<file path="src/rtl/key_cmd_seq.sv">
// key_cmd_seq
//   Turns the one-cycle key-detect strobes from the ASCII decoder into
//   registered control for the alarm-clock datapath. It handles these commands:
//   '@' + 4 digits loads the clock time (mm:ss).
//   'a' + 4 digits loads the alarm time.
//   's' starts the clock and CR stops it.
//   'l' toggles the alarm enable and 'n' toggles the LED select.
//   ESC abandons a digit entry.
//   A tens digit must be 0-5 and a ones digit must be 0-9. A digit outside
//   its range is silently ignored.
//
// Ports
//   clk, rst                  clock, synchronous active-high reset
//   det_esc .. det_S          one-cycle key strobes from the decoder
//   key_digit[3:0]            digit value, sampled only when a digit is accepted
//   ld_time, ld_alarm         one-cycle load pulses (cycle after the 4th digit)
//   set_min_t/o, set_sec_t/o  BCD value of the last completed entry
//   run, alarm_en, led_sel    control levels
//   entry_busy, entry_pos     entry in progress / index of next expected digit
module key_cmd_seq #(
    parameter int NDIG = 4
) (
    input  logic       clk,
    input  logic       rst,
    input  logic       det_esc,
    input  logic       det_num,
    input  logic       det_num0to5,
    input  logic       det_cr,
    input  logic       det_atSign,
    input  logic       det_A,
    input  logic       det_L,
    input  logic       det_N,
    input  logic       det_S,
    input  logic [3:0] key_digit,
    output logic       ld_time,
    output logic       ld_alarm,
    output logic [3:0] set_min_t,
    output logic [3:0] set_min_o,
    output logic [3:0] set_sec_t,
    output logic [3:0] set_sec_o,
    output logic       run,
    output logic       alarm_en,
    output logic       led_sel,
    output logic       entry_busy,
    output logic [1:0] entry_pos
);

    typedef enum logic [1:0] {
        ST_IDLE = 2'd0,
        ST_DIG  = 2'd1,
        ST_LOAD = 2'd2
    } state_t;

    localparam logic [1:0] LAST_POS = 2'(NDIG - 1);

    state_t          r_state, w_state_nx;
    logic [1:0]      r_pos, w_pos_nx;
    logic            r_tgt_alarm, w_tgt_alarm_nx;
    logic [2:0][3:0] r_shadow, w_shadow_nx;
    logic [3:0][3:0] r_set, w_set_nx;
    logic            r_run, w_run_nx;
    logic            r_alarm_en, w_alarm_en_nx;
    logic            r_led_sel, w_led_sel_nx;
    logic            r_ld_time, w_ld_time_nx;
    logic            r_ld_alarm, w_ld_alarm_nx;
    logic            r_busy;

    // Resolve simultaneous strobes into at most one winning key. The order is
    // esc > '@' > 'a' > digit > 's' > CR > 'l' > 'n'.
    logic w_k_esc, w_k_at, w_k_a, w_k_dig, w_k_s, w_k_cr, w_k_l, w_k_n;
    logic w_digit_ok;

    always_comb begin
        w_k_esc = det_esc;
        w_k_at  = !w_k_esc && det_atSign;
        w_k_a   = !w_k_esc && !det_atSign && det_A;
        w_k_dig = !w_k_esc && !det_atSign && !det_A && (det_num || det_num0to5);
        w_k_s   = !w_k_esc && !det_atSign && !det_A && !(det_num || det_num0to5) && det_S;
        w_k_cr  = !w_k_esc && !det_atSign && !det_A && !(det_num || det_num0to5) && !det_S && det_cr;
        w_k_l   = !w_k_esc && !det_atSign && !det_A && !(det_num || det_num0to5) && !det_S && !det_cr && det_L;
        w_k_n   = !w_k_esc && !det_atSign && !det_A && !(det_num || det_num0to5) && !det_S && !det_cr && !det_L && det_N;
        // Even positions are tens digits (0-5), odd positions are ones digits (0-9).
        w_digit_ok = r_pos[0] ? det_num : det_num0to5;
    end

    always_comb begin
        w_state_nx     = r_state;
        w_pos_nx       = r_pos;
        w_tgt_alarm_nx = r_tgt_alarm;
        w_shadow_nx    = r_shadow;
        w_set_nx       = r_set;
        w_run_nx       = r_run;
        w_alarm_en_nx  = r_alarm_en;
        w_led_sel_nx   = r_led_sel;
        w_ld_time_nx   = 1'b0;
        w_ld_alarm_nx  = 1'b0;

        case (r_state)
            ST_IDLE: begin
                if (w_k_at || w_k_a) begin
                    w_state_nx     = ST_DIG;
                    w_pos_nx       = 2'd0;
                    w_tgt_alarm_nx = w_k_a;
                    w_shadow_nx    = '0;
                end
                if (w_k_s)  w_run_nx      = 1'b1;
                if (w_k_cr) w_run_nx      = 1'b0;
                if (w_k_l)  w_alarm_en_nx = !r_alarm_en;
                if (w_k_n)  w_led_sel_nx  = !r_led_sel;
            end

            ST_DIG: begin
                if (w_k_esc) begin
                    w_state_nx = ST_IDLE;
                    w_pos_nx   = 2'd0;
                end else if (w_k_at || w_k_a) begin
                    // Restart with the new target; earlier digits are dropped.
                    w_pos_nx       = 2'd0;
                    w_tgt_alarm_nx = w_k_a;
                    w_shadow_nx    = '0;
                end else if (w_k_dig && w_digit_ok) begin
                    if (r_pos == LAST_POS) begin
                        // The final digit goes straight to the outputs.
                        w_state_nx    = ST_LOAD;
                        w_pos_nx      = 2'd0;
                        w_set_nx      = {r_shadow[0], r_shadow[1], r_shadow[2], key_digit};
                        w_ld_time_nx  = !r_tgt_alarm;
                        w_ld_alarm_nx = r_tgt_alarm;
                    end else begin
                        case (r_pos)
                            2'd0:    w_shadow_nx[0] = key_digit;
                            2'd1:    w_shadow_nx[1] = key_digit;
                            default: w_shadow_nx[2] = key_digit;
                        endcase
                        w_pos_nx = r_pos + 2'd1;
                    end
                end
            end

            ST_LOAD: begin
                w_state_nx = ST_IDLE;
            end

            default: begin
                w_state_nx = ST_IDLE;
                w_pos_nx   = 2'd0;
            end
        endcase
    end

    always_ff @(posedge clk) begin
        if (rst) begin
            r_state     <= ST_IDLE;
            r_pos       <= 2'd0;
            r_tgt_alarm <= 1'b0;
            r_shadow    <= '0;
            r_set       <= '0;
            r_run       <= 1'b0;
            r_alarm_en  <= 1'b0;
            r_led_sel   <= 1'b0;
            r_ld_time   <= 1'b0;
            r_ld_alarm  <= 1'b0;
            r_busy      <= 1'b0;
        end else begin
            r_state     <= w_state_nx;
            r_pos       <= w_pos_nx;
            r_tgt_alarm <= w_tgt_alarm_nx;
            r_shadow    <= w_shadow_nx;
            r_set       <= w_set_nx;
            r_run       <= w_run_nx;
            r_alarm_en  <= w_alarm_en_nx;
            r_led_sel   <= w_led_sel_nx;
            r_ld_time   <= w_ld_time_nx;
            r_ld_alarm  <= w_ld_alarm_nx;
            r_busy      <= (w_state_nx == ST_DIG);
        end
    end

    assign ld_time    = r_ld_time;
    assign ld_alarm   = r_ld_alarm;
    assign set_min_t  = r_set[3];
    assign set_min_o  = r_set[2];
    assign set_sec_t  = r_set[1];
    assign set_sec_o  = r_set[0];
    assign run        = r_run;
    assign alarm_en   = r_alarm_en;
    assign led_sel    = r_led_sel;
    assign entry_busy = r_busy;
    // r_pos is forced to 0 on every exit from DIG.
    assign entry_pos  = r_pos;

endmodule

</file>
<file path="config.mk">
export PLATFORM = sky130hd
export DESIGN_NAME = key_cmd_seq
export DESIGN_NICKNAME = d
export VERILOG_FILES = /design/src/rtl/key_cmd_seq.sv
export SDC_FILE = /design/constraint.sdc
export NUM_CORES = 1
export LEC_CHECK = 0
export CORE_ASPECT_RATIO = 1.25
export CORE_UTILIZATION = 33
export CTS_CLUSTER_DIAMETER = 80
export DETAILED_ROUTE_END_ITERATION = 12
export PLACE_DENSITY_LB_ADDON = 0.3
export SYNTH_ARGS = -nofsm -noshare
export SYNTH_HDL_FRONTEND = slang
export SYNTH_SLANG_ARGS = --single-unit
</file>
<file path="constraint.sdc">
create_clock -name clk -period 1.4 [get_ports clk]
set_clock_uncertainty 0.05 [all_clocks]
set_input_delay 0.14 -clock clk [delete_from_list [all_inputs] [get_ports clk]]
set_output_delay 0.14 -clock clk [all_outputs]
set_load 0.03 [all_outputs]
</file>
==> metrics.txt, run 1 <==
status=finished, final reports clean; Hold WS=roughly 0.40 ns; via count of the routed design=roughly 1400; Slew headroom=0.7436; Final nets=250; GRT Residual Overflow=0; Fillers=between 500 and 600; Endpoint, Worst Hold=set_min_o[2]$_SDFFE_PP0P_; Worst Path Arrival=about 1.6 ns; placed instance area=2335 um^2; crit end category=flop; clock transition at the registers of the reported paths=roughly 0.080 ns; footprint of the multi-input gates=between 900 and 1000 um^2; Max VDD drop=0.0006592 V; pin slew with the least headroom to its limit=0.3828 ns; CP Max Fanout=4; critical path class=reg2reg; routed len/inst=12.63 um; syn_nets=about 200; Pins Over Slew Limit=0; fin crit period=roughly 1.4 ns; Ys Warns=0; crit start category=flop; cells on worst reg2reg path=4; clock latency on the worst-skew pair=roughly 0.29 ns; GRT Total Usage=0.1488; PwrDens=893.2 nW/um^2; CTS tree=yes; top cells by area, synth=dfxtp_1 (45%), mux2i_1 (17%), nand2_1 (7.4%); std cell rows=29; RSZ-0062 raised after global routing=true; largest net degree at the start of global routing=36; I/O Pins=39; DRC=0; Vias/cell=between 4 and 5; Final Cell Area=about 2500 um^2; WL met2=1803 um; Slowest Stage Delay on Critical Path=between 0.3 and 0.4 ns; Synth cell types=32; number of port buffers=38; clock buffer depth=2; f_max=725.9 MHz; WL final=between 3000 and 4000 um; Syn Std Cell Area=roughly 1700 um^2; sequential element share of the synthesized area=0.4499; die area=about 5600 um^2; CTS Sinks=39; vias in the first global route=~1400; Post-Syn Instances=around 180; Root Buffer=clkbuf_8; critical path required time=1.57 ns; global-route wire length before repair=between 6000 and 7000 um; layout cells sized above 1=0.1974; Leakage=0.001066 uW; reg-to-reg setup timing slack=~0.022 ns; Hold Startpoint=set_min_o[2]$_SDFFE_PP0P_; initial antenna violation count=0; Hold Path Cell Cnt=2; met3 WL post-DR=about 140 um; Reg area=~790 um^2; Num CTS Buffers=5; Top Family by Delay on Critical Path=multiplexers; Power Total=about 2200 uW; Starting Density=0.3416; max-cap violation count=0; Yosys reg bits=39; CP Buf/Inv Count=1; Cell Chain, Critical Path=mux2_4 > buf_6 > a22oi_2 > mux2i_1; r2r startpoint=entry_pos[0]$_SDFFE_PP0P_; chip width=between 60 and 70 um; htree depth=2; n_diodes=0; fin crit share=0.9839; most frequent cells in the layout=dfxtp_1 (35), nand2_1 (34), mux2i_1 (30); Post-DRT Antenna Nets=0; Syn Area/Cell=about 9.7 um^2; Final Non-Filler Cells=295; Top Layer Used=met4; Final GP Congestion=between 0.7 and 0.8; Met1 Wirelength=approximately 1700 um; Util after Layout=0.4882; Final Setup Violations=0; Synth top area share=0.4499; # placed instances=286; commonest non-fill, non-tap cell in the layout=dfxtp_1; reg-to-reg endpoint=entry_pos[1]$_SDFFE_PP0P_; Initial DRC Count=46; Fin. Hold Viols=0; Die Span Y=83.08 um; Hold Crit Class=reg2reg; area of the core=~5000 um^2; post-synth top area cell=dfxtp_1; Layout Area Growth over Synthesis=42.90%; dpl hpwl=between 2000 and 3000 um; DR pass1 iterations=4; crit path max-delay cell type=dfxtp_4
state kept, by name (all words and copies together) (netlist names):
name	count
alarm_en	1
entry_busy	1
entry_pos	2
ld_alarm	1
ld_time	1
led_sel	1
r_shadow	12
r_state	2
r_tgt_alarm	1
run	1
set_min_o	4
set_min_t	4
set_sec_o	4
set_sec_t	4
per-layer routing:
metal | GRT usage | up-vias
li1 | - | 745
met1 | 0.1853 | 664
met2 | 0.2378 | 31
met3 | 0.04121 | 6
met4 | 0.05803 | 0
met5 | 0 | -
how the worst max path moves through the flow:
stage | slack (ns) | depth (start not counted) | end | from
final | 0.02 | 4 | entry_pos[1]$_SDFFE_PP0P_ | entry_pos[0]$_SDFFE_PP0P_
after global placement | -0.30 | 4 | entry_pos[0]$_SDFFE_PP0P_ | det_atSign
after floorplan | -0.05 | 5 | set_min_o[3]$_SDFFE_PP0P_ | entry_pos[0]$_SDFFE_PP0P_
after detailed placement | -0.31 | 4 | entry_pos[1]$_SDFFE_PP0P_ | det_atSign
after CTS | 0.0007 | 7 | r_shadow[8]$_SDFFE_PP0P_ | entry_pos[0]$_SDFFE_PP0P_
after global routing | -0.07 | 5 | r_shadow[6]$_SDFFE_PP0P_ | entry_pos[0]$_SDFFE_PP0P_
stage by stage:
step | worst slack, ns | setup TNS [ns]
after floorplan | -0.05083 | -1.045
after global placement | -0.3003 | -6.827
after detailed placement | -0.3052 | -7.469
after CTS | 0.0006676 | 0
after global routing | -0.06539 | -0.5179
final | 0.02249 | 0
worst reg2reg max path, cell delays in order, from the launching register on:
cell and delay, ns:
dfxtp_4 0.39, mux2_4 0.32, buf_6 0.13, a22oi_2 0.22, mux2i_1 0.20
what timing repair did:
item / in CTS / in global routing
setup endpoints to repair: 38 / 18
resized for setup: 35 / 4
endpoints found under the hold margin: 0 / 0
cloned: 0 / 0
pin swaps: 4 / 6
setup buffers: 1 / 0
hold buffers: 0 / 0
Yosys cell counts:
cell	number
a211oi_1	1
a21boi_0	1
a21oi_1	1
a22oi_2	1
a311oi_1	1
a41o_1	1
and3_1	1
and4_4	1
buf_2	3
buf_6	2
clkbuf_1	7
clkinv_1	1
dfxtp_1	39
ha_1	3
inv_1	3
mux2_2	2
mux2_4	1
mux2i_1	30
nand2_1	34
nand4_1	8
nor2_1	7
nor2b_1	4
nor3_1	1
nor3_2	1
nor3b_1	1
nor3b_2	1
nor4_1	1
o211ai_1	16
o21bai_1	1
o311a_1	2
or2_2	1
or4_1	1
logic make-up after synthesis:
kind of cell / count (synthesis) / synth area share
buf+inv: 16 / 0.04542
fa+ha+maj: 3 / 0.02163
compound gates: 25 / 0.1146
flops: 39 / 0.4499
simple gates: 62 / 0.1738
mux: 33 / 0.1947
area by class of cell:
class	instances	share of cell area
Multi-Input combinational cell	123	0.3663
Sequential cell	39	0.3179
Timing Repair Buffer	59	0.2331
Clock buffer	7	0.04339
Tap cell	62	0.03128
Inverter	4	0.006054
Clock inverter	1	0.002018
power by group:
| group | switching, uW | leakage (uW) | total [uW] | internal, uW |
|---|---|---|---|---|
| logic | 94.0 | 0.000690 | 191 | 97.2 |
| clock network | 400 | 0.0000594 | 905 | 505 |
| registers | 6.09 | 0.000317 | 1120 | 1110 |
| total | 500 | 0.00107 | 2210 | 1710 |
Note: power is estimated with default switching activity, not from simulation.
==> inputs of run 2 (changes only) <==
Clock period 1.4 ns to 1.2 ns, I/O delays scaled along.
==> run 2 against run 1 <==
The flow now finishes with violations (setup timing); combinational power increased by 23%; core utilization increased by 0.96 points; sequential power increased by 16%; clock-buffer cell count unchanged; total power increased by 17%; fmax increased by 0.88%; wire length increased by 6.1%; sequential share of layout area decreased by 0.51 points; largest cell class unchanged; highest routed layer unchanged.
==> metrics.txt, run 2 (synthesis results as in run 1) <==
clock share of power=0.406; DRC=0; fin crit share=1.138; Num CTS Buffers=5; Slew headroom=0.6756; # placed instances=about 290; max-cap violation count=0; clock latency on the worst-skew pair=0.29 ns; setup TNS=-4.936 ns; f_max=~730 MHz; Comb power frac=0.091; most flop-heavy register=r_shadow; sw power=between 500 and 600 uW; area of the core=5080 um^2; Leakage=0.001049 uW; critical path class=reg2reg; chip width=roughly 67 um; dpl hpwl=about 2900 um; Starting Density=0.3416; fin crit period=~1.4 ns; CP Max Fanout=4; pin slew with the least headroom to its limit=between 0.4 and 0.5 ns; largest net degree at the start of global routing=42; Cell Chain, Critical Path=ha_4 > nor3b_4 > nand4_1 > buf_6 > mux2i_1; Root Buffer=clkbuf_8; Vias/cell=4.977; Final Setup Violations=37; clock buffer depth=2; Final GP Congestion=about 0.8; Max VDD drop=about 0.00057 V; Post-DRT Antenna Nets=0; failing checks=setup timing; Slowest Stage Delay on Critical Path=~0.37 ns; max reg flops=12; DR pass1 iterations=4; Pins Over Slew Limit=0; GRT Residual Overflow=0; I/O Pins=39; via count of the routed design=around 1500; CP Buf/Inv Count=1; Hold Crit Class=in2reg; clock transition at the registers of the reported paths=approximately 0.07 ns; Final Non-Filler Cells=slightly above 300; GRT Total Usage=0.1585; Top Family by Delay on Critical Path=flip-flops; internal power=~2000 uW; placed instance area=roughly 2300 um^2; critical path required time=around 1.3 ns; layout cells sized above 1=0.3167; crit start category=flop; Worst Path Arrival=1.48 ns; std cell rows=29; vias in the first global route=around 1400; CTS Hold Bufs=0; Final Worst Setup Slack=-0.1655 ns; Sw Share=0.2259; global-route wire length before repair=6624 um; number of port buffers=38; CTS Sinks=39; WL final=around 4000 um; Initial DRC Count=54; crit path max-delay cell type=dfxtp_4; PwrDens=about 1000 nW/um^2; Die Span Y=about 83 um; n_diodes=0; RSZ-0062 raised after global routing=true; register share of total power=0.503; Final Cell Area=approximately 2500 um^2; commonest non-fill, non-tap cell in the layout=dfxtp_1; initial antenna violation count=0; most frequent cells in the layout=dfxtp_1 (35), nand2_1 (34), buf_4 (33); crit end category=flop; Final nets=257; status=finished, violations left; Util after Layout=0.4978; Fin. Hold Viols=0; die area=5554 um^2; Layout Area Growth over Synthesis=45.71%; CTS tree=yes; routed len/inst=13.09 um; htree depth=2
-- run 2: cell types whose count changed in the layout (fill, tap and decap cells not counted), moves of 3 or more --
cell	previous run	this run
buf_6	5	9
dlygate4sd2_1	23	4
clkbuf_2	0	4
buf_4	12	33
clkdlybuf4s50_1	14	11
-- run 2: worst paths after layout --
| check | start | endpoint | slack, ns | cells past startpoint |
|---|---|---|---|---|
| max reg2reg | entry_pos[0]$_SDFFE_PP0P_ | r_shadow[0]$_SDFFE_PP0P_ | -0.17 | 5 |
| max | entry_pos[0]$_SDFFE_PP0P_ | r_shadow[0]$_SDFFE_PP0P_ | -0.17 | 5 |
| min reg2reg | set_min_t[0]$_SDFFE_PP0P_ | set_min_t[0]$_SDFFE_PP0P_ | 0.41 | 2 |
| min | det_atSign | r_tgt_alarm$_SDFFE_PP0P_ | 0.32 | 3 |
-- run 2: area by class of cell --
type | count | area, um^2
clock buffer | 7 | 107.6
inverter | 4 | 15.01
multi-input combinational | 123 | 928.4
clock inverter | 1 | 5.005
tap | 62 | 77.57
timing repair buffer | 66 | 604.3
sequential | 39 | 790.8
fill | 494 | 2551
-- run 2: power by group through the flow --
stage	combinational, uW	sequential, uW	clock [uW]
6_report	235	1300	1050
5_1_grt	253	1300	1140
4_1_cts	237	1300	1090
3_5_place_dp	232	1330	0
3_3_place_gp	230	1330	0
2_1_floorplan	97.3	1340	0
-- run 2: repair_timing --
action	4_1_cts	5_1_grt
buffers inserted	4	0
cloned	0	0
pin swaps	10	8
gates resized for setup	28	10
endpoints found under the setup margin	42	43
-- run 2: worst min-delay path, cell delays in order --
cell	delay, ns
dlygate4sd2_1	0.28
buf_4	0.15
a211oi_1	0.06
-- run 2: layer usage --
metal / global-route usage / vias up / wire length [um]
li1: - / 765 / -
met3: 0.04121 / 9 / 143
met1: 0.1972 / 692 / 1687
met2: 0.2489 / 37 / 2016
met5: 0 / - / 0
met4: 0.07544 / 0 / 105
-- run 2: through the flow --
stage,hold WS [ns],power [uW],worst slack [ns]
after floorplan,0.1666,1436,-0.2507
after global placement,0.3948,1564,-0.4639
after detailed placement,0.3977,1565,-0.5110
after CTS,0.2994,2628,-0.1746
after global routing,0.3333,2695,-0.2382
final,0.3175,2586,-0.1655
